===== config.mk =====
export PLATFORM = sky130hd
export DESIGN_NAME = muldiv_unit
export DESIGN_NICKNAME = d
export VERILOG_FILES = /design/src/rtl/muldiv_unit_pkg.sv /design/src/rtl/muldiv_iter_core.sv /design/src/rtl/muldiv_unit.sv
export SDC_FILE = /design/constraint.sdc
export NUM_CORES = 1
export LEC_CHECK = 0
export ABC_AREA = 0
export CAP_MARGIN = 10
export CORE_MARGIN = 5
export CORE_UTILIZATION = 46
export CTS_CLUSTER_SIZE = 8
export DETAILED_ROUTE_END_ITERATION = 12
export PLACE_DENSITY = 0.65
export RECOVER_POWER = 25
export SLEW_MARGIN = 40
export SYNTH_ARGS = -nofsm -noshare
export SYNTH_HDL_FRONTEND = slang
export SYNTH_SLANG_ARGS = --single-unit

===== constraint.sdc =====
create_clock -name clk -period 4.75 [get_ports clk]
set_clock_uncertainty 0.2 [all_clocks]
set_input_delay 0.7125 -clock clk [delete_from_list [all_inputs] [get_ports clk]]
set_output_delay 0.7125 -clock clk [all_outputs]
set_load 0.03 [all_outputs]

===== src/rtl/muldiv_unit_pkg.sv =====
// Shared definitions for the RV32M multiply/divide unit: ALU selection codes,
// FSM state encodings, iteration count and op-classification helpers.
// Ports: none (package).
package muldiv_unit_pkg;

   // ALU selection codes produced by the ALU control decoder.
   localparam logic [4:0] ALU_ADD    = 5'b00000;
   localparam logic [4:0] ALU_SUB    = 5'b00001;
   localparam logic [4:0] ALU_MUL    = 5'b10000;
   localparam logic [4:0] ALU_MULH   = 5'b10001;
   localparam logic [4:0] ALU_MULHSU = 5'b10010;
   localparam logic [4:0] ALU_MULHU  = 5'b10011;
   localparam logic [4:0] ALU_DIV    = 5'b10100;
   localparam logic [4:0] ALU_DIVU   = 5'b10101;
   localparam logic [4:0] ALU_REM    = 5'b10110;
   localparam logic [4:0] ALU_REMU   = 5'b10111;

   // One bit of product/quotient is produced per iteration.
   localparam int MD_ITERS = 32;

   typedef enum logic [1:0] {
      MDS_IDLE = 2'd0,
      MDS_BUSY = 2'd1,
      MDS_FIX  = 2'd2,
      MDS_DONE = 2'd3
   } md_state_e;

   function automatic logic is_m_op(input logic [4:0] sel);
      return (sel inside {ALU_MUL, ALU_MULH, ALU_MULHSU, ALU_MULHU,
                          ALU_DIV, ALU_DIVU, ALU_REM, ALU_REMU});
   endfunction

   function automatic logic is_div_op(input logic [4:0] sel);
      return (sel inside {ALU_DIV, ALU_DIVU, ALU_REM, ALU_REMU});
   endfunction

endpackage


===== src/rtl/muldiv_iter_core.sv =====
// One unsigned iteration step: shift-add multiply (LSB first) or restoring divide (MSB first).
// Latency: purely combinational; the caller registers hi/lo every BUSY cycle.
// Backpressure: none; stepping is gated entirely by the caller's FSM.
// Ports: is_div_i selects divide; hi_i/lo_i current accumulator (mul: product hi / multiplier-low,
//        div: partial remainder / dividend-quotient); b_i multiplicand or divisor; hi_o/lo_o next value.
module muldiv_iter_core #(
   parameter int XLEN = 32
) (
   input  logic            is_div_i,
   input  logic [XLEN-1:0] hi_i,
   input  logic [XLEN-1:0] lo_i,
   input  logic [XLEN-1:0] b_i,
   output logic [XLEN-1:0] hi_o,
   output logic [XLEN-1:0] lo_o
);

   logic [XLEN:0] sum;
   logic [XLEN:0] shifted;
   logic [XLEN:0] diff;

   always_comb begin
      hi_o    = hi_i;
      lo_o    = lo_i;
      // Multiply: add multiplicand when the current multiplier bit is set, then shift the
      // whole {carry, hi, lo} right; multiplier bits drain out of lo as product bits enter.
      sum     = {1'b0, hi_i} + (lo_i[0] ? {1'b0, b_i} : '0);
      // Divide: bring the next dividend bit into the remainder and trial-subtract.
      shifted = {hi_i, lo_i[XLEN-1]};
      diff    = shifted - {1'b0, b_i};
      if (is_div_i) begin
         // Borrow out of the extra top bit means the trial subtraction went negative.
         if (!diff[XLEN]) begin
            hi_o = diff[XLEN-1:0];
            lo_o = {lo_i[XLEN-2:0], 1'b1};
         end else begin
            hi_o = shifted[XLEN-1:0];
            lo_o = {lo_i[XLEN-2:0], 1'b0};
         end
      end else begin
         hi_o = sum[XLEN:1];
         lo_o = {sum[0], lo_i[XLEN-1:1]};
      end
   end

endmodule


===== src/rtl/muldiv_unit.sv =====
// RV32M multiply/divide unit: FSM, special-case divides, sign correction around an iterative core.
// Latency: start accepted at N -> done at N+34 (N+1 for div-by-zero/overflow; N+2 for MUL* when
// MULDIV_FAST_MUL_EN is defined). Backpressure: busy stalls the pipe; start ignored unless IDLE.
// Ports: clk/rst (sync, active-high); start/alu_sel/op_a/op_b request; flush aborts;
//        busy stall request; done one-cycle pulse; result registered, held until next accept.
module muldiv_unit
   import muldiv_unit_pkg::*;
#(
   parameter int XLEN = 32
) (
   input  logic            clk,
   input  logic            rst,
   input  logic            start,
   input  logic [4:0]      alu_sel,
   input  logic [XLEN-1:0] op_a,
   input  logic [XLEN-1:0] op_b,
   input  logic            flush,
   output logic            busy,
   output logic            done,
   output logic [XLEN-1:0] result
);

   localparam int CNT_W = $clog2(MD_ITERS);
   localparam logic [CNT_W-1:0] CNT_LAST = CNT_W'(MD_ITERS - 1);
   localparam logic [XLEN-1:0] MIN_NEG  = {1'b1, {(XLEN-1){1'b0}}};

   md_state_e       state_q, state_d;
   logic [4:0]      op_q, op_d;
   logic [XLEN-1:0] hi_q, hi_d;
   logic [XLEN-1:0] lo_q, lo_d;
   logic [XLEN-1:0] b_q, b_d;
   logic            neg_q, neg_d;
   logic [CNT_W-1:0] count_q, count_d;
   logic [XLEN-1:0] result_q, result_d;

   logic            neg_a, neg_b;
   logic [XLEN-1:0] mag_a, mag_b;
   logic            div_zero, div_ovf;
   logic [XLEN-1:0] core_hi, core_lo;
   logic [2*XLEN-1:0] prod_u, prod_s;
   logic [XLEN-1:0] quo_s, rem_s, fix_res;

   // Operand signs only matter for the signed forms; MULHSU treats op_b as unsigned.
   assign neg_a    = op_a[XLEN-1] && (alu_sel inside {ALU_MULH, ALU_MULHSU, ALU_DIV, ALU_REM});
   assign neg_b    = op_b[XLEN-1] && (alu_sel inside {ALU_MULH, ALU_DIV, ALU_REM});
   assign mag_a    = neg_a ? -op_a : op_a;
   assign mag_b    = neg_b ? -op_b : op_b;
   assign div_zero = is_div_op(alu_sel) && (op_b == '0);
   assign div_ovf  = (alu_sel inside {ALU_DIV, ALU_REM}) && (op_a == MIN_NEG) && (op_b == '1);

   muldiv_iter_core #(.XLEN(XLEN)) u_core (
      .is_div_i (is_div_op(op_q)),
      .hi_i     (hi_q),
      .lo_i     (lo_q),
      .b_i      (b_q),
      .hi_o     (core_hi),
      .lo_o     (core_lo)
   );

   // Sign correction and word selection, evaluated in FIX.
   always_comb begin
`ifdef MULDIV_FAST_MUL_EN
      prod_u = {{XLEN{1'b0}}, lo_q} * {{XLEN{1'b0}}, b_q};
`else
      prod_u = {hi_q, lo_q};
`endif
      prod_s = neg_q ? -prod_u : prod_u;
      quo_s  = neg_q ? -lo_q : lo_q;
      rem_s  = neg_q ? -hi_q : hi_q;
      case (op_q)
         ALU_MUL:                          fix_res = prod_s[XLEN-1:0];
         ALU_MULH, ALU_MULHSU, ALU_MULHU:  fix_res = prod_s[2*XLEN-1:XLEN];
         ALU_DIV, ALU_DIVU:                fix_res = quo_s;
         default:                          fix_res = rem_s;
      endcase
   end

   always_comb begin
      state_d  = state_q;
      op_d     = op_q;
      hi_d     = hi_q;
      lo_d     = lo_q;
      b_d      = b_q;
      neg_d    = neg_q;
      count_d  = count_q;
      result_d = result_q;
      if (flush) begin
         state_d = MDS_IDLE;
      end else begin
         case (state_q)
            MDS_IDLE: begin
               if (start && is_m_op(alu_sel)) begin
                  op_d    = alu_sel;
                  hi_d    = '0;
                  lo_d    = mag_a;
                  b_d     = mag_b;
                  // Remainder takes the dividend's sign; product and quotient the XOR.
                  neg_d   = (alu_sel inside {ALU_REM, ALU_REMU}) ? neg_a : (neg_a ^ neg_b);
                  count_d = '0;
                  if (div_zero) begin
                     result_d = (alu_sel inside {ALU_DIV, ALU_DIVU}) ? '1 : op_a;
                     state_d  = MDS_DONE;
                  end else if (div_ovf) begin
                     result_d = (alu_sel == ALU_DIV) ? MIN_NEG : '0;
                     state_d  = MDS_DONE;
                  end else begin
`ifdef MULDIV_FAST_MUL_EN
                     state_d = is_div_op(alu_sel) ? MDS_BUSY : MDS_FIX;
`else
                     state_d = MDS_BUSY;
`endif
                  end
               end
            end
            MDS_BUSY: begin
               hi_d    = core_hi;
               lo_d    = core_lo;
               count_d = count_q + 1'b1;
               if (count_q == CNT_LAST) begin
                  state_d = MDS_FIX;
               end
            end
            MDS_FIX: begin
               result_d = fix_res;
               state_d  = MDS_DONE;
            end
            default: begin
               state_d = MDS_IDLE;
            end
         endcase
      end
   end

   always_ff @(posedge clk) begin
      if (rst) begin
         state_q  <= MDS_IDLE;
         op_q     <= '0;
         hi_q     <= '0;
         lo_q     <= '0;
         b_q      <= '0;
         neg_q    <= 1'b0;
         count_q  <= '0;
         result_q <= '0;
      end else begin
         state_q  <= state_d;
         op_q     <= op_d;
         hi_q     <= hi_d;
         lo_q     <= lo_d;
         b_q      <= b_d;
         neg_q    <= neg_d;
         count_q  <= count_d;
         result_q <= result_d;
      end
   end

   assign busy   = (state_q == MDS_BUSY) || (state_q == MDS_FIX);
   assign done   = (state_q == MDS_DONE);
   assign result = result_q;

endmodule


==> load_flow_metrics.sql <==
INSERT INTO impl_metrics (metric_group, metric, value, unit) VALUES
('detailed_routing', 'top_layer_used', 'met4', ''),
('critical_path', 'worstPathMaxFanout', '6', ''),
('cts', 'numCtsBuffers', '17', ''),
('sta', 'fin_tns_setup', '0', 'ps'),
('yosys', 'synth_seq_area_share', '20.2', '%'),
('critical_path', 'timing.critical_path.slowest_cell_delay', '680', 'ps'),
('layout', 'fillCellCount', '2968', ''),
('power', 'comb_power_share', '22.8', '%'),
('power', 'switching_share', '32.8', '%'),
('global_routing', 'via_count_of_the_first_global_routing_pass', '14200', ''),
('sta', 'maxSlewViolCount', '69', ''),
('yosys', 'yosysTopAreaCell', 'sky130_fd_sc_hd__dfxtp_1', ''),
('floorplanning', 'die_area', '33900', 'um^2'),
('cts', 'cts_tree', 'built', ''),
('floorplanning', 'die_width', '184', 'um'),
('placed_design', 'placement.setup.worst_slack', '377', 'ps'),
('job', 'cap_viol_max_count', '1', ''),
('cts', 'cts-resized-gates', '0', ''),
('power', 'p_total', '3.33', 'mW'),
('yosys', 'netlist_top_cells_area', 'sky130_fd_sc_hd__dfxtp_1 (20%), sky130_fd_sc_hd__ha_1 (6.7%), sky130_fd_sc_hd__nor2_1 (6.6%)', ''),
('detailed_routing', 'routed_wire_length_per_instance', '21.4', 'um'),
('floorplanning', 'initial_core_utilization', '46.8', '%'),
('hold_path', 'hold_class', 'flop to flop', ''),
('yosys', 'post_synth_num_cell_types', '83', ''),
('layout', 'layoutNonFillerInstCount', '2449', ''),
('layout', 'final_common_cell', 'sky130_fd_sc_hd__nor2_1', ''),
('placed_design', 'detailed_place.area', '15400', 'um^2'),
('power', 'power.net_switching', '1.09', 'mW'),
('sta', 'fmax', '247', 'MHz'),
('yosys', 'synth_top_area_share', '20.2', '%'),
('layout', 'finalCoreUtilization', '53.8', '%'),
('critical_path', 'nature_of_the_critical_path_endpoint', 'flop', ''),
('sta', 'grt_setup_unrepaired', 'no', ''),
('placed_design', 'io_buffer_count', '106', ''),
('yosys', 'yosys_warnings', '0', ''),
('yosys', 'syn_nets', '2150', ''),
('sta', 'final.setup.worst_slack', '695', 'ps'),
('sta', 'fin_crit_sh', '85.4', '%'),
('floorplanning', 'top_level_ports', '107', ''),
('floorplanning', 'die_h', '184', 'um'),
('sta', 'final_critical_delay_including_setup_and_external_delays', '4050', 'ps'),
('critical_path', 'path_cells', 'buf_4 -> and2_1 -> ha_1 -> inv_1 -> fa_1 -> nand2b_1 -> a21oi_1 -> o21ai_0 -> a211oi_1 -> o211ai_1 -> nand3_1 -> a21oi_1 -> mux2i_1 -> nand3_1', ''),
('power', 'pwr_density_cell', '208', 'nW/um^2'),
('cts', 'post-cts-setup-buffer-count', '0', ''),
('sta', 'timing_hold_violations_final', '0', ''),
('critical_path', 'slowest_stage', 'sky130_fd_sc_hd__a211oi_1', ''),
('yosys', 'synth_seq_cells', '141', ''),
('yosys', 'synthesis.area', '14000', 'um^2'),
('detailed_routing', 'drt-pass1-iter-count', '6', ''),
('yosys', 'number_of_flops_mapped_to_enable_cells_by_yosys', '0', ''),
('critical_path', 'cp-start-kind', 'flop', ''),
('global_routing', 'grt_antenna_before_repair', '0', ''),
('critical_path', 'crit_required', '4860', 'ps'),
('layout', 'syn2layout_area_growth', '14.8', '%'),
('detailed_routing', 'detailroute.wirelength.met2', '22300', 'um'),
('cts', 'ctsLongestPathBuffers', '2', ''),
('sta', 'worstMarginPinSlew', '2550', 'ps'),
('cts', 'cts_max_level', '4', ''),
('outcome', 'outcome', 'complete, but fails checks', ''),
('cts', 'cts-root-buf', 'sky130_fd_sc_hd__clkbuf_16', ''),
('critical_path', 'worst-path-buf-inv', '2', ''),
('detailed_routing', 'ant_nets', '0', ''),
('power', 'power.static_leakage', '6.08', 'nW'),
('detailed_routing', 'viasPerCell', '6.35', ''),
('sta', 'setup_violating_endpoint_count_in_the_final_report', '0', ''),
('cts', 'clkLatencyLatePin', '440', 'ps'),
('critical_path', 'criticalPathCategory', 'flop to flop', ''),
('detailed_routing', 'drt_drc_violations_left', '0', ''),
('floorplanning', 'std_cell_rows', '63', ''),
('outcome', 'violations', 'capacitance limit, slew limit', ''),
('layout', 'finish.instance_area', '16000', 'um^2');
==> worst paths after layout <==
path	start	to	slack (ps)	depth (start not counted)
worst max-delay path	lo_q[0]	hi_q[29]	700	14
worst max register to register	lo_q[0]	hi_q[29]	700	14
worst min register to register	b_q[31]	b_q[31]	260	2
worst min-delay path	b_q[31]	b_q[31]	260	2
==> cells in the mapped netlist, types with 8 or more instances <==
cell type	instances
sky130_fd_sc_hd__a211oi_1	54
sky130_fd_sc_hd__a21o_1	25
sky130_fd_sc_hd__a21oi_1	152
sky130_fd_sc_hd__a22oi_1	17
sky130_fd_sc_hd__a31oi_1	22
sky130_fd_sc_hd__a32oi_1	9
sky130_fd_sc_hd__and2_1	8
sky130_fd_sc_hd__and3_1	12
sky130_fd_sc_hd__clkbuf_1	121
sky130_fd_sc_hd__dfxtp_1	141
sky130_fd_sc_hd__ha_1	75
sky130_fd_sc_hd__inv_1	69
sky130_fd_sc_hd__mux2i_1	25
sky130_fd_sc_hd__nand2_1	222
sky130_fd_sc_hd__nand2b_1	23
sky130_fd_sc_hd__nand3_1	58
sky130_fd_sc_hd__nand3b_1	11
sky130_fd_sc_hd__nand4_1	19
sky130_fd_sc_hd__nor2_1	246
sky130_fd_sc_hd__nor2b_1	9
sky130_fd_sc_hd__nor3_1	62
sky130_fd_sc_hd__nor4_1	20
sky130_fd_sc_hd__o211ai_1	48
sky130_fd_sc_hd__o21a_1	11
sky130_fd_sc_hd__o21ai_0	125
sky130_fd_sc_hd__o21ai_1	11
sky130_fd_sc_hd__o221ai_1	12
sky130_fd_sc_hd__o22ai_1	13
sky130_fd_sc_hd__o31ai_1	34
sky130_fd_sc_hd__o41ai_1	16
sky130_fd_sc_hd__or2_2	15
sky130_fd_sc_hd__or3_1	25
sky130_fd_sc_hd__or4_1	19
sky130_fd_sc_hd__xnor2_1	72
sky130_fd_sc_hd__xor2_1	78
==> flip-flops by register name (all words and copies together) (netlist names) <==
| signal | cells |
|---|---|
| b_q | 32 |
| count_q | 5 |
| hi_q | 32 |
| lo_q | 32 |
| neg_q | 1 |
| op_q | 5 |
| result | 32 |
| state_q | 2 |
==> power groups by stage <==
stage / registers (mW) / clock network [mW] / logic [mW]
finish: 1.22 / 1.35 / 0.758
detailed placement: 1.25 / 0 / 0.733
floorplan: 1.24 / 0 / 0.473
CTS: 1.22 / 1.36 / 0.738
global route: 1.23 / 1.41 / 0.813
global placement: 1.25 / 0 / 0.729
==> worst min-delay path: stages, from the launching register on <==
cell                      delay, ps
sky130_fd_sc_hd__dfxtp_1        310
sky130_fd_sc_hd__nand2_1         50
sky130_fd_sc_hd__a21oi_1         50
==> layer usage <==
layer	vias to the layer above	track usage [%]
met1	7331	44.6
li1	7389	-
met5	-	0
met2	742	44.1
met3	100	5.98
met4	0	7.90
==> area by class of cell <==
cell class                 instances  area [um^2]  share of cell area [%]
inverter                          70          263                    1.64
sequential                       141         2820                    17.6
multi-input combinational       1649        10300                    64.6
timing repair buffer             167         1530                    9.52
tap                              390          488                    3.05
clock inverter                    14          136                   0.851
clock buffer                      18          439                    2.74
==> kinds of logic (layout without fill, tap and decap cells) <==
kind of cell / after synthesis / in the layout / synth area share (%)
AND/OR/NAND/NOR: 775 / 775 / 26.2
multiplexers: 27 / 27 / 1.95
flip-flops: 141 / 141 / 20.2
AO/OA/AOI/OAI: 620 / 620 / 29.2
XOR/XNOR: 150 / 150 / 9.42
adder cells (fa/ha/maj): 77 / 77 / 7.01
buffers and inverters: 210 / 269 / 5.98
Power figures use the tool's default switching activity.
